<file path="config.mk">
export PLATFORM = sky130hd
export DESIGN_NAME = countdown_timer
export DESIGN_NICKNAME = d
export VERILOG_FILES = /design/src/rtl/countdown_timer.sv
export SDC_FILE = /design/constraint.sdc
export NUM_CORES = 1
export LEC_CHECK = 0
export ABC_AREA = 1
export BUFFER_PORTS_ARGS = -buffer_cell sky130_fd_sc_hd__buf_4
export CAP_MARGIN = 20
export CORE_MARGIN = 10
export CORE_UTILIZATION = 40
export DETAILED_ROUTE_END_ITERATION = 10
export PLACE_DENSITY = 0.6
export SYNTH_ARGS = -nofsm -noshare
export SYNTH_HDL_FRONTEND = slang
export SYNTH_SLANG_ARGS = --single-unit
</file>
<file path="constraint.sdc">
create_clock -name clk -period 3.31 [get_ports clk]
set_input_delay 0.331 -clock clk [delete_from_list [all_inputs] [get_ports clk]]
set_output_delay 0.331 -clock clk [all_outputs]
set_load 0.01 [all_outputs]
</file>
<file path="src/rtl/countdown_timer.sv">
// Loadable mm:ss countdown timer with a one-cycle done pulse; all outputs registered; tick/start/pause are strobes, no backpressure.
// Optional build macro COUNTDOWN_AUTORELOAD_EN restarts from the reload register on expiry instead of stopping in EXPIRED.
module countdown_timer #(
  parameter int unsigned MAX_MIN = 59,
  parameter int unsigned MAX_SEC = 59
) (
  input  logic       clk,
  input  logic       reset,
  input  logic       tick,
  input  logic       load,
  input  logic [5:0] load_min,
  input  logic [5:0] load_sec,
  input  logic       start,
  input  logic       pause,
  input  logic       clear,
  output logic [5:0] minutes,
  output logic [5:0] seconds,
  output logic       running,
  output logic       expired,
  output logic       done
);

  typedef enum logic [1:0] {IDLE, RUN, PAUSED, EXPIRED} state_e;

  localparam logic [5:0] MAX_MIN_V = 6'(MAX_MIN);
  localparam logic [5:0] MAX_SEC_V = 6'(MAX_SEC);

  state_e     state_q, state_d;
  logic [5:0] min_q, min_d, sec_q, sec_d;
  logic [5:0] rl_min_q, rl_min_d, rl_sec_q, rl_sec_d;
  logic       done_q, done_d;
  logic [5:0] ld_min_c, ld_sec_c;
  logic       cnt_nz, rl_nz, last_step;

  assign ld_min_c  = (load_min > MAX_MIN_V) ? MAX_MIN_V : load_min;
  assign ld_sec_c  = (load_sec > MAX_SEC_V) ? MAX_SEC_V : load_sec;
  assign cnt_nz    = (min_q != 6'd0) || (sec_q != 6'd0);
  assign rl_nz     = (rl_min_q != 6'd0) || (rl_sec_q != 6'd0);
  assign last_step = (min_q == 6'd0) && (sec_q == 6'd1);

  always_comb begin
    state_d  = state_q;
    min_d    = min_q;
    sec_d    = sec_q;
    rl_min_d = rl_min_q;
    rl_sec_d = rl_sec_q;
    done_d   = 1'b0;
    if (clear) begin
      state_d = IDLE;
      min_d   = 6'd0;
      sec_d   = 6'd0;
    end else if (load && (state_q != RUN)) begin
      state_d  = IDLE;
      min_d    = ld_min_c;
      sec_d    = ld_sec_c;
      rl_min_d = ld_min_c;
      rl_sec_d = ld_sec_c;
    end else begin
      case (state_q)
        IDLE: begin
          if (start) begin
            state_d = cnt_nz ? RUN : EXPIRED;
            done_d  = !cnt_nz;
          end
        end
        RUN: begin
          // pause outranks tick, so a coincident tick is dropped
          if (pause) begin
            state_d = PAUSED;
          end else if (tick && cnt_nz) begin
            if (last_step) begin
              min_d  = 6'd0;
              sec_d  = 6'd0;
              done_d = 1'b1;
`ifdef COUNTDOWN_AUTORELOAD_EN
              if (rl_nz) begin
                min_d = rl_min_q;
                sec_d = rl_sec_q;
              end else begin
                state_d = EXPIRED;
              end
`else
              state_d = EXPIRED;
`endif
            end else if (sec_q != 6'd0) begin
              sec_d = sec_q - 6'd1;
            end else begin
              min_d = min_q - 6'd1;
              sec_d = MAX_SEC_V;
            end
          end
        end
        PAUSED: begin
          if (start) state_d = RUN;
        end
        EXPIRED: begin
          if (start) begin
            min_d   = rl_min_q;
            sec_d   = rl_sec_q;
            state_d = rl_nz ? RUN : EXPIRED;
            done_d  = !rl_nz;
          end
        end
        default: state_d = IDLE;
      endcase
    end
  end

  always_ff @(posedge clk or posedge reset) begin
    if (reset) begin
      state_q  <= IDLE;
      min_q    <= 6'd0;
      sec_q    <= 6'd0;
      rl_min_q <= 6'd0;
      rl_sec_q <= 6'd0;
      done_q   <= 1'b0;
    end else begin
      state_q  <= state_d;
      min_q    <= min_d;
      sec_q    <= sec_d;
      rl_min_q <= rl_min_d;
      rl_sec_q <= rl_sec_d;
      done_q   <= done_d;
    end
  end

  assign minutes = min_q;
  assign seconds = sec_q;
  assign running = (state_q == RUN);
  assign expired = (state_q == EXPIRED);
  assign done    = done_q;

endmodule

</file>
Word-level counts from Yosys, hierarchy flattened
Index checks and enable logic that the tools add are counted.

cells by class
  $add $sub $neg = 2
  order comparisons = 2
  equal/unequal tests = 13
  multiplexer cells = 37
  bitwise gates (word level) = 1
  reductions and logical operators = 18

operators by type and width
  kind                                                                 number
  6-bit 2-to-1 mux                                                     16
  6-bit case mux with 2 select lines                                   2
  6-bit nonzero test                                                   4
  2-bit 2-to-1 mux                                                     10
  6-bit greater-than comparator (second input constant)                2
  6-bit by 1-bit subtractor with 6-bit output (second input constant)  2
  5-bit by 3-bit != test with 1-bit output (second input constant)     2
  5-bit AND reduction                                                  2
  4-bit by 3-bit != test with 1-bit output (second input constant)     2
  4-bit != test (second input constant)                                2
  2-bit case mux with 4 select lines                                   1
  1-bit 2-to-1 mux                                                     7
  6-bit by 1-bit == test with 1-bit output (second input constant)     1
  6-bit zero test                                                      1
  5-bit != test (second input constant)                                1
  2-bit == test (second input constant)                                2
  4-bit by 2-bit != test with 1-bit output (second input constant)     1
  4-bit AND reduction                                                  1
  4-bit nonzero test                                                   1
  1-bit logical AND                                                    3
  1-bit case mux with 3 select lines                                   1
  2-bit by 1-bit == test with 1-bit output (second input constant)     1
  1-bit zero test                                                      2
  2-bit zero test                                                      1
  other kinds (4)                                                      5

storage, ports and cells
  register bits after elaboration = 27
  input bits = 19
  output and inout bits = 15
  logic and storage cells = 79

Depth between registers and ports, before layout
  depth in word-level cells = 8
  mapped depth = 12
  gate-level depth less buffers = 12

Worst setup path after synthesis
Ideal clock, no wire load.

  path type = register to register
  start = reg state_q[1]
  end = reg min_q[3] (netlist: minutes[3])
  setup time = 117 ps
  arrival = 1567 ps
  required time = 3193 ps
  path slack = 1626 ps
  stages on the path, launching flop included = 13
  path buffers = 0
  clock period less this slack = 1684 ps
  path through = dfrtp_1 > inv_1 > ha_1 > inv_1 > nand2_1 > nand3_1 > nand2_1 > nor2_1 > nand2_4 > nor2_4 > inv_4 > nand2_1 > nand2_1

between the ends
  longest elaborated chain between the ends = 4
  elaborated cells on any way between the ends = 13
  those cells by class = eq/ne (7); mux (3); reduce/logical (3)

ends and longest elaborated chain
  item                                          RTL line  source
  start, declared                               28        state_e state_q, state_d;
  start signal, assigned                        118       state_q <= state_d;
  2-bit by 1-bit == test with 1-bit output (*)  -
  via running                                   18        output logic running,
  6-bit case mux with 2 select lines            59        case (state_q)
  6-bit 2-to-1 mux                              52        end else if (load && (state_q != RUN)) begin
  6-bit 2-to-1 mux                              48        if (clear) begin
  end signal, assigned                          119       min_q <= min_d;
  end, declared                                 29        logic [5:0] min_q, min_d, sec_q, sec_d;

Mark *: on every way through the listed nets, which the timed path passes. The rest lies on a longest branch.
A chain may end at the register's enable or synchronous reset.

Worst setup path after layout
  start = reg min_q[1] (netlist: minutes[1])
  end = reg min_q[2] (netlist: minutes[2])

between the ends
  longest elaborated chain between the ends = 8
  elaborated cells on any way between the ends = 16
  those cells by class = add/sub (1); eq/ne (2); mux (7); reduce/logical (6)

ends and longest elaborated chain
  item                                                                                   RTL line  source
  6-bit by 1-bit subtractor with 6-bit output / 6-bit zero test (equally long branches)  88, 39
  6-bit 2-to-1 mux / 1-bit logical AND (equally long branches)                           85, 39
  6-bit 2-to-1 mux                                                                       71        if (last_step) begin
  6-bit 2-to-1 mux                                                                       70        end else if (tick && cnt_nz) begin
  6-bit 2-to-1 mux                                                                       68        if (pause) begin
  6-bit case mux with 2 select lines                                                     59
  6-bit 2-to-1 mux                                                                       52
  6-bit 2-to-1 mux                                                                       48

Several ways; a longest one is shown, not always the timed one. The select of a mux whose other input is x is not followed.

==> reports/summary.txt <==
status: complete, no violations
Synth Flop Type: dfrtp_1
fmax: 510 MHz
clock power share: 11.4%
setup ws final: 1350 ps
largest net degree at the start of global routing: 25
switching share of power: 47.7%
leakage: 1.24 nW
Final Util: 50.4%
final worst-path cycle share: 59.2%
fin crit period: 1960 ps
CTS Buffer Depth: 2
R2R depth: 9
filler cell count: 448
final setup fails: 0
critical path launch point type: flop
H-tree depth: 1
Cells after Synth: 274
ys async rst share: 100%
Area growth syn-to-layout: 19.4%
Initial DRT Pass Iterations: 4
sequential element share of the synthesized area: 35.8%
Die Area: 7870 sq um
clk_lat worst skew: 280 ps
RSZ-0062 raised after global routing: no
layout cells sized above 1: 18.2%
max cap viols: 0
most frequent cells in the layout: 87 x nand2_1, 37 x inv_1, 34 x buf_4, 27 x dfrtp_1
routed vias/inst: 4.94
Ant. Diodes: 0
vias in the first global route: 1793
Worst Setup SP: minutes[1]
kind of critical path: reg -> reg
Resized Gates After CTS: 0
Mapped Nets: 302
Layout Nets: 336
CP Capture Type: flop
CTS sink cnt: 27
gpl congestion: 0.831
pre-CTS setup slack: 1350 ps
net switching power: 0.000876 W
number of synthesized flops with an enable pin: 0
Placed Area: 2200 sq um
first-pass GRT wire length: 8540 microns
clock-pin slew on the worst setup and hold paths: 110 ps
post-synthesis simple-gate area fraction: 35.9%
# Post-CTS Setup Buffers: 0
fin cells: 359
Fin. Hold Viols: 0
initial core utilization: 42.2%
Yosys reg bits: 27
sum of negative setup slack: 0 ps
Final Max Tran Viols: 0
main combinational cell family by area after synthesis: simple AND/OR/NAND/NOR gates
clock buffer count from CTS: 3
Worst-Margin Slew: 689 ps
std cell rows: 24
combinational fraction of design power: 57.1%
synthesized area per cell: 6.89 sq um
reg2reg end: minutes[2]
Port Buffers: 33
total gr overflow: 0
Peak supply drop: 278 uV
CTS tree: built
hold crit path type: in -> async
skew final: 4.28 ps
Post-DP HPWL: 3860 microns
Max-slew headroom: 54.1%
Root Buffer Master: clkbuf_8
DRC: 0
initial antenna violation count: 0
Pint: 0.000959 W
most common cell after layout, fill and taps aside: nand2_1
cts hold-fix bufs: 0
die extent in x: 88.7 microns
PwrDens: 814 nW/um^2
Synth Area in XOR/XNOR: 1.86%
crit path capture: minutes[2]
Syn. warnings: 0
mux contribution to synthesized area: 0%
Syn Std Cell Area: 1890 sq um
sequential share of power: 31.5%
global router's overall resource usage: 13.3%
synth unique cells: 28
CP arrival: 2150 ps
routed wire length: 4820 microns
finished layout cell area: 2250 sq um
Synth Area in Adders: 5.96%
crit-path max FO: 11
Die Ht: 88.7 microns
DP Cell Count: 355
total I/O pin count: 34
required time worst endpoint: 3500 ps
Starting DRT DRC Count: 117
core footprint: 4470 sq um
Synth Area in Compound Gates: 10.9%
drt wl/cell: 13.4 microns
Via Count: 1774
Post-DRT Antenna Nets: 0
flop2flop setup slack: 1350 ps
Crit Reg-Reg Startpoint: minutes[1]
-- stage by stage --
stage	total power, W	hold WS [ps]
CTS	0.00185	115
detailed placement	0.00163	435
global placement	0.00163	535
global route	0.00204	126
floorplan	0.00132	384
finish	0.00183	94.6
-- critical path, stage by stage (launching register included) --
cell	delay, ps
dfrtp_1	400
inv_1	140
ha_1	240
nand3_1	120
nor2_2	400
nor3_1	140
nor2_4	260
inv_4	60
nand2_1	60
nand2_1	50
-- how the worst min path moves through the flow --
stage,from,to,slack (ps),cells after the start
3_5_place_dp,reset,done,440,2
5_1_grt,reset,seconds[2],130,2
3_3_place_gp,rl_min_q[1],rl_min_q[1],530,2
6_report,reset,done,90,2
2_1_floorplan,reset,done,380,1
4_1_cts,reset,seconds[1],120,2
-- cell usage after synthesis, drive strengths merged (3+ instances only) --
master	count	area share, %
nand4	8	2.7
buf	5	1.5
a21oi	12	3.2
inv	39	7.9
o21ai	26	6.9
dfrtp	27	36
nand2	93	20
nand3	18	5.0
nor2	27	7.4
ha	9	6.0
xor2	3	1.4
-- cells by family (layout without fill, tap and decap cells) --
logic type	after synthesis	count (layout)
buffers and inverters	45	78
flip-flops	27	27
AND/OR/NAND/NOR	149	149
AO/OA/AOI/OAI	40	40
adder cells (fa/ha/maj)	9	9
XOR/XNOR	4	4
-- power groups by stage --
stage / logic, W / clock network (W) / registers (W)
global placement: 0.00105 / 0 / 0.000579
floorplan: 0.000731 / 0 / 0.000587
CTS: 0.00106 / 0.000217 / 0.000578
global route: 0.00121 / 0.000236 / 0.000600
finish: 0.00105 / 0.000208 / 0.000578
detailed placement: 0.00105 / 0 / 0.000585
-- metal layers --
| metal | vias to the layer above | routed length [microns] | global-route usage [%] | share of wire (%) |
|---|---|---|---|---|
| met5 | - | 0 | 0 | 0 |
| met3 | 2 | 272 | 3.58 | 5.6 |
| met4 | 0 | 23 | 2.50 | 0.48 |
| met2 | 39 | 2050 | 20.3 | 42 |
| met1 | 801 | 2480 | 18.6 | 51 |
| li1 | 932 | - | - | - |
-- flip-flops by register name (all words and copies together), names as in the netlist --
register  cells
done          1
state_q       2
minutes       6
rl_min_q      6
rl_sec_q      6
seconds       6
-- area by class of cell --
cell class                 instances  area [sq um]  share of cell area, %
multi-input combinational        202          1030                   45.8
sequential                        27           676                   30.0
tap                               52          65.1                   2.89
timing repair buffer              35           283                   12.5
clock inverter                     1          8.76                  0.389
clock buffer                       3          41.3                   1.83
inverter                          39           149                   6.61
(Power assumes the default switching activity.)
